$ cat config.mk
export PLATFORM = sky130hd
export DESIGN_NAME = inst_fetch
export DESIGN_NICKNAME = d
export VERILOG_FILES = /design/src/rtl/rvga_types.sv /design/src/rtl/rvga_fifo.sv /design/src/rtl/inst_fetch.sv
export SDC_FILE = /design/constraint.sdc
export NUM_CORES = 1
export LEC_CHECK = 0
export ABC_AREA = 1
export BUFFER_PORTS_ARGS = -buffer_cell sky130_fd_sc_hd__buf_2
export CORE_MARGIN = 2
export CORE_UTILIZATION = 30
export CTS_BUF_LIST = sky130_fd_sc_hd__clkbuf_4 sky130_fd_sc_hd__clkbuf_8 sky130_fd_sc_hd__clkbuf_16
export DETAILED_ROUTE_END_ITERATION = 12
export MAX_ROUTING_LAYER = met4
export PLACE_DENSITY_LB_ADDON = 0.08
export SYNTH_ARGS = -nofsm -noshare
export SYNTH_HDL_FRONTEND = slang
export SYNTH_SLANG_ARGS = --single-unit
$ cat constraint.sdc
create_clock -name clk_i -period 12.4 [get_ports clk_i]
set_clock_uncertainty 0.05 [all_clocks]
set_input_delay 2.48 -clock clk_i [delete_from_list [all_inputs] [get_ports clk_i]]
set_output_delay 2.48 -clock clk_i [all_outputs]
set_load 0.03 [all_outputs]
$ cat src/rtl/rvga_types.sv
// Shared types for the fetch front-end: word type, fetch FSM states and
// the (pc, ir) entry handed to decode.
package rvga_types;

    typedef logic [31:0] rvga_word;

    typedef enum logic [1:0] {
        e_FETCH_BOOT,
        e_FETCH_RUN,
        e_FETCH_FLUSH
    } rvga_fetch_state;

    typedef struct packed {
        rvga_word pc;
        rvga_word ir;
    } rvga_fetch_entry;

    localparam int RVGA_INST_BYTES = 4;

endpackage

$ cat src/rtl/rvga_fifo.sv
// Small synchronous FIFO with clear; head is read straight from storage.
// A push into a full FIFO is accepted when a pop happens in the same cycle.
module rvga_fifo #(
    parameter int WIDTH = 32,
    parameter int DEPTH = 2,
    localparam int CNT_W = $clog2(DEPTH + 1)
) (
    input  logic             clk_i,
    input  logic             rst_n_i,
    input  logic             push_i,
    input  logic [WIDTH-1:0] push_data_i,
    input  logic             pop_i,
    input  logic             clear_i,
    output logic [WIDTH-1:0] head_o,
    output logic             full_o,
    output logic             empty_o,
    output logic [CNT_W-1:0] count_o
);
    localparam int PTR_W = (DEPTH > 1) ? $clog2(DEPTH) : 1;

    logic [WIDTH-1:0] mem_reg [DEPTH];
    logic [PTR_W-1:0] wr_ptr_reg;
    logic [PTR_W-1:0] rd_ptr_reg;
    logic [CNT_W-1:0] count_reg;
    logic             do_push;
    logic             do_pop;

    function automatic logic [PTR_W-1:0] ptr_inc(input logic [PTR_W-1:0] p);
        return (p == PTR_W'(DEPTH - 1)) ? '0 : p + 1'b1;
    endfunction

    assign empty_o = (count_reg == '0);
    assign full_o  = (count_reg == CNT_W'(DEPTH));
    assign count_o = count_reg;
    assign head_o  = mem_reg[rd_ptr_reg];
    assign do_pop  = pop_i && !empty_o;
    assign do_push = push_i && (!full_o || do_pop);

    // Storage carries no reset; only the pointers and count define validity.
    always_ff @(posedge clk_i) begin
        if (do_push && !clear_i) begin
            mem_reg[wr_ptr_reg] <= push_data_i;
        end
    end

    always_ff @(posedge clk_i or negedge rst_n_i) begin
        if (!rst_n_i) begin
            wr_ptr_reg <= '0;
            rd_ptr_reg <= '0;
            count_reg  <= '0;
        end else if (clear_i) begin
            wr_ptr_reg <= '0;
            rd_ptr_reg <= '0;
            count_reg  <= '0;
        end else begin
            if (do_push) begin
                wr_ptr_reg <= ptr_inc(wr_ptr_reg);
            end
            if (do_pop) begin
                rd_ptr_reg <= ptr_inc(rd_ptr_reg);
            end
            count_reg <= count_reg + CNT_W'(do_push) - CNT_W'(do_pop);
        end
    end

endmodule

$ cat src/rtl/inst_fetch.sv
// Instruction fetch: owns the PC, issues in-order imem requests, buffers
// responses for decode and squashes wrong-path words on redirect.
// Define RVGA_FETCH_PERF_EN to add drop/stall performance counters.
module inst_fetch
    import rvga_types::*;
#(
    parameter rvga_word RESET_PC  = 32'h0000_0000,
    parameter int       BUF_DEPTH = 2
) (
    input  logic        clk_i,
    input  logic        rst_n_i,
    output logic        imem_req_v_o,
    output logic [31:0] imem_req_addr_o,
    input  logic        imem_req_ready_i,
    input  logic        imem_resp_v_i,
    input  logic [31:0] imem_resp_data_i,
    input  logic        redirect_v_i,
    input  logic [31:0] redirect_pc_i,
    output logic        fetch_v_o,
    output logic [31:0] fetch_pc_o,
    output logic [31:0] fetch_ir_o,
    input  logic        fetch_ready_i
`ifdef RVGA_FETCH_PERF_EN
    ,
    output logic [31:0] perf_drop_cnt_o,
    output logic [31:0] perf_stall_cnt_o
`endif
);
    localparam int CNT_W = $clog2(BUF_DEPTH + 1);

    rvga_fetch_state state_reg;
    rvga_word        pc_reg;
    logic [CNT_W-1:0] out_cnt_reg;
    logic [CNT_W-1:0] out_cnt_next;
    logic [CNT_W:0]   occupancy;

    logic            req_fire;
    rvga_word        ifq_head;
    logic            ifq_full;
    logic            ifq_empty;
    logic [CNT_W-1:0] ifq_count;

    logic            buf_push;
    logic            buf_pop;
    logic            buf_full;
    logic            buf_empty;
    logic [CNT_W-1:0] buf_count;
    rvga_fetch_entry buf_head;
    rvga_fetch_entry buf_push_data;

    // In-flight plus buffered words never exceed the buffer size, so a
    // response always has a slot waiting for it.
    assign occupancy       = {1'b0, out_cnt_reg} + {1'b0, buf_count};
    assign imem_req_v_o    = (state_reg == e_FETCH_RUN) && (occupancy < (CNT_W + 1)'(BUF_DEPTH));
    assign imem_req_addr_o = imem_req_v_o ? pc_reg : '0;
    assign req_fire        = imem_req_v_o && imem_req_ready_i;
    assign out_cnt_next    = out_cnt_reg + CNT_W'(req_fire) - CNT_W'(imem_resp_v_i);

    assign buf_push      = imem_resp_v_i && (state_reg == e_FETCH_RUN) && !redirect_v_i;
    assign buf_pop       = fetch_v_o && fetch_ready_i;
    assign buf_push_data = '{pc: ifq_head, ir: imem_resp_data_i};

    assign fetch_v_o  = !buf_empty;
    assign fetch_pc_o = buf_empty ? '0 : buf_head.pc;
    assign fetch_ir_o = buf_empty ? '0 : buf_head.ir;

    // PCs of issued requests; every response pops one, kept or dropped.
    rvga_fifo #(
        .WIDTH (32),
        .DEPTH (BUF_DEPTH)
    ) u_inflight_q (
        .clk_i       (clk_i),
        .rst_n_i     (rst_n_i),
        .push_i      (req_fire),
        .push_data_i (pc_reg),
        .pop_i       (imem_resp_v_i),
        .clear_i     (1'b0),
        .head_o      (ifq_head),
        .full_o      (ifq_full),
        .empty_o     (ifq_empty),
        .count_o     (ifq_count)
    );

    rvga_fifo #(
        .WIDTH ($bits(rvga_fetch_entry)),
        .DEPTH (BUF_DEPTH)
    ) u_resp_buf (
        .clk_i       (clk_i),
        .rst_n_i     (rst_n_i),
        .push_i      (buf_push),
        .push_data_i (buf_push_data),
        .pop_i       (buf_pop),
        .clear_i     (redirect_v_i),
        .head_o      (buf_head),
        .full_o      (buf_full),
        .empty_o     (buf_empty),
        .count_o     (buf_count)
    );

    always_ff @(posedge clk_i or negedge rst_n_i) begin
        if (!rst_n_i) begin
            state_reg   <= e_FETCH_BOOT;
            pc_reg      <= RESET_PC;
            out_cnt_reg <= '0;
        end else begin
            out_cnt_reg <= out_cnt_next;
            if (redirect_v_i) begin
                pc_reg <= {redirect_pc_i[31:2], 2'b00};
            end else if (req_fire) begin
                pc_reg <= pc_reg + rvga_word'(RVGA_INST_BYTES);
            end
            case (state_reg)
                e_FETCH_BOOT: state_reg <= e_FETCH_RUN;
                e_FETCH_RUN: begin
                    if (redirect_v_i && (out_cnt_next != '0)) begin
                        state_reg <= e_FETCH_FLUSH;
                    end
                end
                e_FETCH_FLUSH: begin
                    if (out_cnt_next == '0) begin
                        state_reg <= e_FETCH_RUN;
                    end
                end
                default: state_reg <= e_FETCH_BOOT;
            endcase
        end
    end

`ifdef RVGA_FETCH_PERF_EN
    logic drop_evt;
    logic stall_evt;

    assign drop_evt  = imem_resp_v_i && ((state_reg == e_FETCH_FLUSH) || redirect_v_i);
    assign stall_evt = fetch_v_o && !fetch_ready_i;

    always_ff @(posedge clk_i or negedge rst_n_i) begin
        if (!rst_n_i) begin
            perf_drop_cnt_o  <= '0;
            perf_stall_cnt_o <= '0;
        end else begin
            if (drop_evt && (perf_drop_cnt_o != '1)) begin
                perf_drop_cnt_o <= perf_drop_cnt_o + 32'd1;
            end
            if (stall_evt && (perf_stall_cnt_o != '1)) begin
                perf_stall_cnt_o <= perf_stall_cnt_o + 32'd1;
            end
        end
    end
`endif

    a_buf_no_overflow: assert property (@(posedge clk_i) disable iff (!rst_n_i)
        !(buf_push && buf_full && !buf_pop));
    a_resp_has_request: assert property (@(posedge clk_i) disable iff (!rst_n_i)
        !(imem_resp_v_i && ifq_empty));
    a_inflight_no_overflow: assert property (@(posedge clk_i) disable iff (!rst_n_i)
        !(req_fire && ifq_full));
    a_outstanding_tracks_queue: assert property (@(posedge clk_i) disable iff (!rst_n_i)
        ifq_count == out_cnt_reg);

endmodule

# Yosys cells after proc, flatten, opt, wreduce, memory -nomap -nowiden
# Memory sizes are Yosys's and may differ from the RTL's.
# Cells that the tools add are included.
[word_totals] n_memories=2 ram_bits=192 inputBits=70 ff_bits=44 word_cells=78
[classes] eq_ne=6 mux=21 n_lt_le_gt_ge=1 n_reduce_logical=27 n_addsub=12
[memory_table] name="u_resp_buf.mem_reg" depth=2 word_bits=64 read_ports=1 rd_ports_with_merged_regs=0 write_ports=1 line_no="rvga_fifo.sv:21" source="logic [WIDTH-1:0] mem_reg [DEPTH];"
[memory_table] name="u_inflight_q.mem_reg" depth=2 word_bits=32 read_ports=1 rd_ports_with_merged_regs=0 write_ports=1 line_no="rvga_fifo.sv:21"
[ops] operator="32-bit 2-to-1 mux" n=5
[ops] operator="32-bit by 3-bit adder with 32-bit output (second input constant)" n=1
[ops] operator="1-bit 2-to-1 mux" n=12
[ops] operator="1-bit logical AND" n=11
[ops] operator="2-bit logical NOT" n=4
[ops] operator="2-bit nonzero test" n=4
[ops] operator="2-bit by 1-bit adder with 2-bit output" n=3
[ops] operator="2-bit == test (second input constant)" n=3
[ops] operator="2-bit 2-to-1 mux" n=3
[ops] operator="2-bit case mux with 3 select lines" n=1
[ops] operator="2-bit by 1-bit subtractor with 2-bit output" n=3
[ops] operator="1-bit logical NOT" n=5
[ops] operator="1-bit adder (second input constant)" n=4
[ops] operator="2-bit by 2-bit adder with 3-bit output" n=1
[ops] operator="3-bit by 2-bit < comparator with 1-bit output (second input constant)" n=1
[ops] operator="2-bit by 1-bit == test with 1-bit output (second input constant)" n=1
[ops] operator="1-bit logical OR" n=2
[ops] operator="2-bit by 1-bit inequality test with 1-bit output (second input constant)" n=1
[ops] operator="2-bit inequality test (second input constant)" n=1
[ops] operator="2-bit AND reduction" n=1

# Depth between registers and ports, before layout
[logic_depth] word_depth=10 ltp_mapped=15 depth_no_buf=15

# Modules after synthesis
# A second synthesis with hierarchy kept.
[hier_totals] hier_cells=1139 area_unflattened_um2=10732.8
[modules_own_cells] module="rvga_fifo (u_resp_buf)" cells_per_inst=373 n_inst=1 area_per_inst_um2=4927.2
[modules_own_cells] module="inst_fetch" cells_per_inst=556 n_inst=1 area_per_inst_um2=3200.6
[modules_own_cells] module="rvga_fifo (u_inflight_q)" cells_per_inst=210 n_inst=1 area_per_inst_um2=2605.0

# Worst setup path before layout
# OpenSTA, ideal clock, no wires.
[synth_timing] kind="input port to flip-flop" startpoint="input redirect_v_i" endpoint="memory u_resp_buf.mem_reg[0][0] (netlist name) (enable)" required_time_ns=11.868 t_arrival_ns=5.721 stages=5 path_slack_ns=6.147 cell_sequence="inv_2 > buf_2 > nand3_1 > a31o_2 > nor2_1"
[synth_via] elab_chain_len=6
[synth_rtl] item="start: declaration" line_no="inst_fetch.sv:17" source="input logic redirect_v_i,"
[synth_rtl] item="1-bit logical NOT *" line_no="rvga_fifo.sv:41, inst_fetch.sv:59"
[synth_rtl] item="1-bit logical AND" line_no="inst_fetch.sv:59" source="assign buf_push = imem_resp_v_i && (state_reg == e_FETCH_RUN) && !redirect_v_i;"
[synth_rtl] item="1-bit logical AND" line_no="rvga_fifo.sv:37" source="assign do_push = push_i && (!full_o || do_pop);"
[synth_rtl] item="1-bit logical AND *" line_no="rvga_fifo.sv:41" source="if (do_push && !clear_i) begin"
[synth_rtl] item="1-bit 2-to-1 mux *" line_no="rvga_fifo.sv:41"
[synth_rtl] item="1-bit 2-to-1 mux (implied by the code) *" line_no="rvga_fifo.sv:42" source="mem_reg[wr_ptr_reg] <= push_data_i;"
[synth_rtl] item="end: declaration" line_no="rvga_fifo.sv:21"
# Mark *: on every way between the ends. The rest lies on a longest branch, timed or not.

# Worst setup path after layout
[layout_timing] startpoint="register u_resp_buf.count_reg[0] (netlist: u_resp_buf.count_o[0])" endpoint="output imem_req_addr_o[18]"
[layout_via] elab_chain_len=4
[layout_rtl] item="start: declaration" line_no="rvga_fifo.sv:24" source="logic [CNT_W-1:0] count_reg;"
[layout_rtl] item="start signal: assignment" line_no="rvga_fifo.sv:62" source="count_reg <= count_reg + CNT_W'(do_push) - CNT_W'(do_pop);"
[layout_rtl] item="2-bit by 2-bit adder with 3-bit output" line_no="inst_fetch.sv:53" source="assign occupancy = {1'b0, out_cnt_reg} + {1'b0, buf_count};"
[layout_rtl] item="3-bit by 2-bit < comparator with 1-bit output" line_no="inst_fetch.sv:54" source="assign imem_req_v_o = (state_reg == e_FETCH_RUN) && (occupancy < (CNT_W + 1)'(BUF_DEPTH));"
[layout_rtl] item="1-bit logical AND" line_no="inst_fetch.sv:54"
[layout_rtl] item="32-bit 2-to-1 mux" line_no="inst_fetch.sv:55" source="assign imem_req_addr_o = imem_req_v_o ? pc_reg : '0;"
[layout_rtl] item="end: declaration" line_no="inst_fetch.sv:13" source="output logic [31:0] imem_req_addr_o,"
# Every way passes these cells.

==> results_dict.tcl <==
set metrics [dict create \
    rows 66 \
    die_area_um2 34250 \
    die_y_um 185.1 \
    fin_cells 1582 \
    cts_resized 0 \
    final_util 0.3736 \
    first_iter_violations 427 \
    slew_headroom 0.2595 \
    max_freq_mhz 202.2 \
    fin_crit_ns 4.946 \
    slew_violations 0 \
    avgSynthCellArea_um2 10.23 \
    numClockSinks 226 \
    synth_edf_count 184 \
    worstPathRequired_ns 9.87 \
    p_per_area_nw_per_um2 238.4 \
    post-cts-setup-buffer-count 0 \
    cp_slowest_cell "fa_1" \
    synth_cell_types 39 \
    path_cells "nand2_1 -> inv_1 -> fa_1 -> nor2_1 -> nand2_4 -> nor2_1 -> buf_2" \
    cpPeakStageDelay_ns 0.43 \
    grt_max_degree 65 \
    clock_latency_ns 0.52 \
    min_period_over_period 0.3988 \
    io_pins 168 \
    syn_inst 961 \
    final_nets 1198 \
    async_flop_share 0.1858 \
    peakVddDrop_mv 0.1141 \
    crit_top_cell "nor2_1" \
    firstDrtPassIters 5 \
    diodes 0 \
    finalSetupTns_ns 0 \
    n_fill_cell 3277 \
    grt_pass1_wl_mm 37.67 \
    worst_slew_pin_slew_ns 1.109 \
    criticalPathCategory "reg -> out" \
    yosysWarnings 0 \
    htree_levels 1 \
    initial_core_util 0.3038 \
    viasPerCell 4.329 \
    grt_pass1_vias 6466 \
    core_area_um2 32370 \
    met2_usage 0.2238 \
    ant_nets 0 \
    crit_path_end_kind "output pin" \
    synth_area_um2 9836 \
    ctsHoldBuffers 0 \
    leakage_nw 5.144 \
    num_vias 6849 \
    antenna_found_initial 0 \
    max-cap-violations 0 \
    cts_buffers 27 \
    clk_pin_slew_ns 0.05 \
    grtUsageMet3 0.02340 \
    grt_util_met1 0.2076 \
    die_w_um 185.1 \
    grt-ovfl-total 0 \
    drive_above_1_share 0.2132 \
    rsz0062_at_grt "no" \
    wire_per_inst_um 15.53 \
    synthFlopType "edfxtp_1" \
    cts_tree "yes" \
    largest_register_ffs 124 \
    routed_wl_mm 24.57 \
    arrival_ns 2.42 \
    yosysSeqAreaShare 0.6686 \
    setup_viol 0 \
    hold_violations 0 \
    min_path_type "reg -> reg" \
    synthToLayoutAreaGrowth_pct 22.95 \
    drc 0 \
    dpl.cell_count 1533 \
    ys_seq_elements 226 \
    root_buffer "clkbuf_16" \
    path_max_fanout 32 \
    track_usage 0.1468 \
    startpoint_type "flop" \
    status "finished, final reports clean" \
    gp_congestion 0.8014 \
    max-clock-path-buffers 3 \
    power_mw 2.883 \
    hpwlAfterDp_mm 15.42 \
    grt.busiest_layer "met2" \
    portBuffers 161 \
]
==> path summary, 6_finish.rpt <==
kind	start	endpoint	slack, ns	cells after the start
setup / recovery	u_resp_buf.count_o[0]	imem_req_addr_o[18]	7.45	7
max in group asynchronous	rst_n_i	u_resp_buf.rd_ptr_reg	9.86	2
setup reg to reg	u_resp_buf.count_o[0]	u_inflight_q.mem_reg[0][26]	9.25	8
hold reg to reg	state_reg[0]	state_reg[1]	0.43	1
hold / removal	state_reg[0]	state_reg[1]	0.43	1
min in group asynchronous	rst_n_i	pc_reg[23]	1.99	2
==> cells in the final DEF, fill, tap and decap left out, types with 3 or more instances in the layout <==
| master | count |
|---|---|
| buf_2 | 161 |
| inv_2 | 4 |
| o211ai_1 | 4 |
| conb_1 | 4 |
| nor2_4 | 8 |
| bufinv_16 | 8 |
| edfxtp_1 | 184 |
| nand2_1 | 351 |
| o21ai_0 | 12 |
| xor2_1 | 7 |
| ha_1 | 7 |
| a21oi_1 | 69 |
| buf_4 | 7 |
| nor3_1 | 3 |
| dfrtp_1 | 41 |
| xnor2_1 | 4 |
| clkinv_2 | 7 |
| inv_1 | 64 |
| clkbuf_16 | 27 |
| clkinv_1 | 3 |
| nor2_1 | 80 |
| nand3_1 | 52 |
| a31oi_1 | 3 |
| nor2_2 | 4 |
==> worst max-delay path, delay by kind of cell (launching register included) <==
| family | cells | cell delay (ns) |
|---|---|---|
| buf+inv | 2 | 0.27 |
| simple gates | 4 | 0.76 |
| flops | 1 | 0.42 |
| fa+ha+maj | 1 | 0.43 |
==> where the power goes <==
group	total [mW]	internal, mW	switching, mW	leakage [nW]
clock network	0.872	0.567	0.304	0.488
logic	0.937	0.233	0.704	2.48
registers	1.07	0.989	0.0852	2.18
==> through the flow <==
stage	instance area (µm²)	hold WS (ns)	worst slack (ns)
finish	12090	0.4293	7.454
global route	12090	0.4480	7.312
CTS	12090	0.4339	7.386
detailed placement	11100	0.4263	7.349
global placement	11100	0.4301	7.368
floorplan	9847	0.4057	6.147
==> layer usage <==
layer | routed length, µm | share of wire
met2 | 11020 | 0.45
met1 | 11800 | 0.48
met5 | 0 | 0
met4 | 327 | 0.013
met3 | 1416 | 0.058
==> cell families (layout without fill, tap and decap cells) <==
logic type | after synthesis | count (layout) | share of synthesized area
AND/OR/NAND/NOR | 510 | 510 | 0.2124
flip-flops | 226 | 226 | 0.6686
buffers and inverters | 112 | 288 | 0.04808
AO/OA/AOI/OAI | 93 | 93 | 0.04974
XOR/XNOR | 11 | 11 | 0.009795
adder cells (fa/ha/maj) | 8 | 8 | 0.01094
other | 1 | 4 | 0.0003813
==> cell type report <==
type / instances / area [µm²] / area share
clock buffer: 29 / 690.7 / 0.05711
clock inverter: 20 / 305.3 / 0.02525
inverter: 71 / 272.8 / 0.02256
multi-input combinational: 626 / 2835 / 0.2345
sequential: 226 / 6578 / 0.5439
tap: 442 / 553.0 / 0.04573
timing repair buffer: 168 / 858.3 / 0.07098
==> synthesized netlist by cell type, drive strengths merged (2+ instances only) <==
cell type | number | area [µm²]
a21oi | 69 | 345.3
a31oi | 3 | 18.77
buf | 14 | 98.84
clkbuf | 27 | 101.4
dfrtp | 42 | 1051
edfxtp | 184 | 5525
ha | 7 | 87.58
inv | 70 | 267.8
nand2 | 356 | 1373
nand3 | 52 | 260.3
nand3b | 2 | 15.01
nor2 | 93 | 397.9
nor3 | 4 | 25.02
o211ai | 4 | 30.03
o21ai | 13 | 65.06
xnor2 | 4 | 35.03
xor2 | 7 | 61.31
Power figures use the tool's default switching activity.
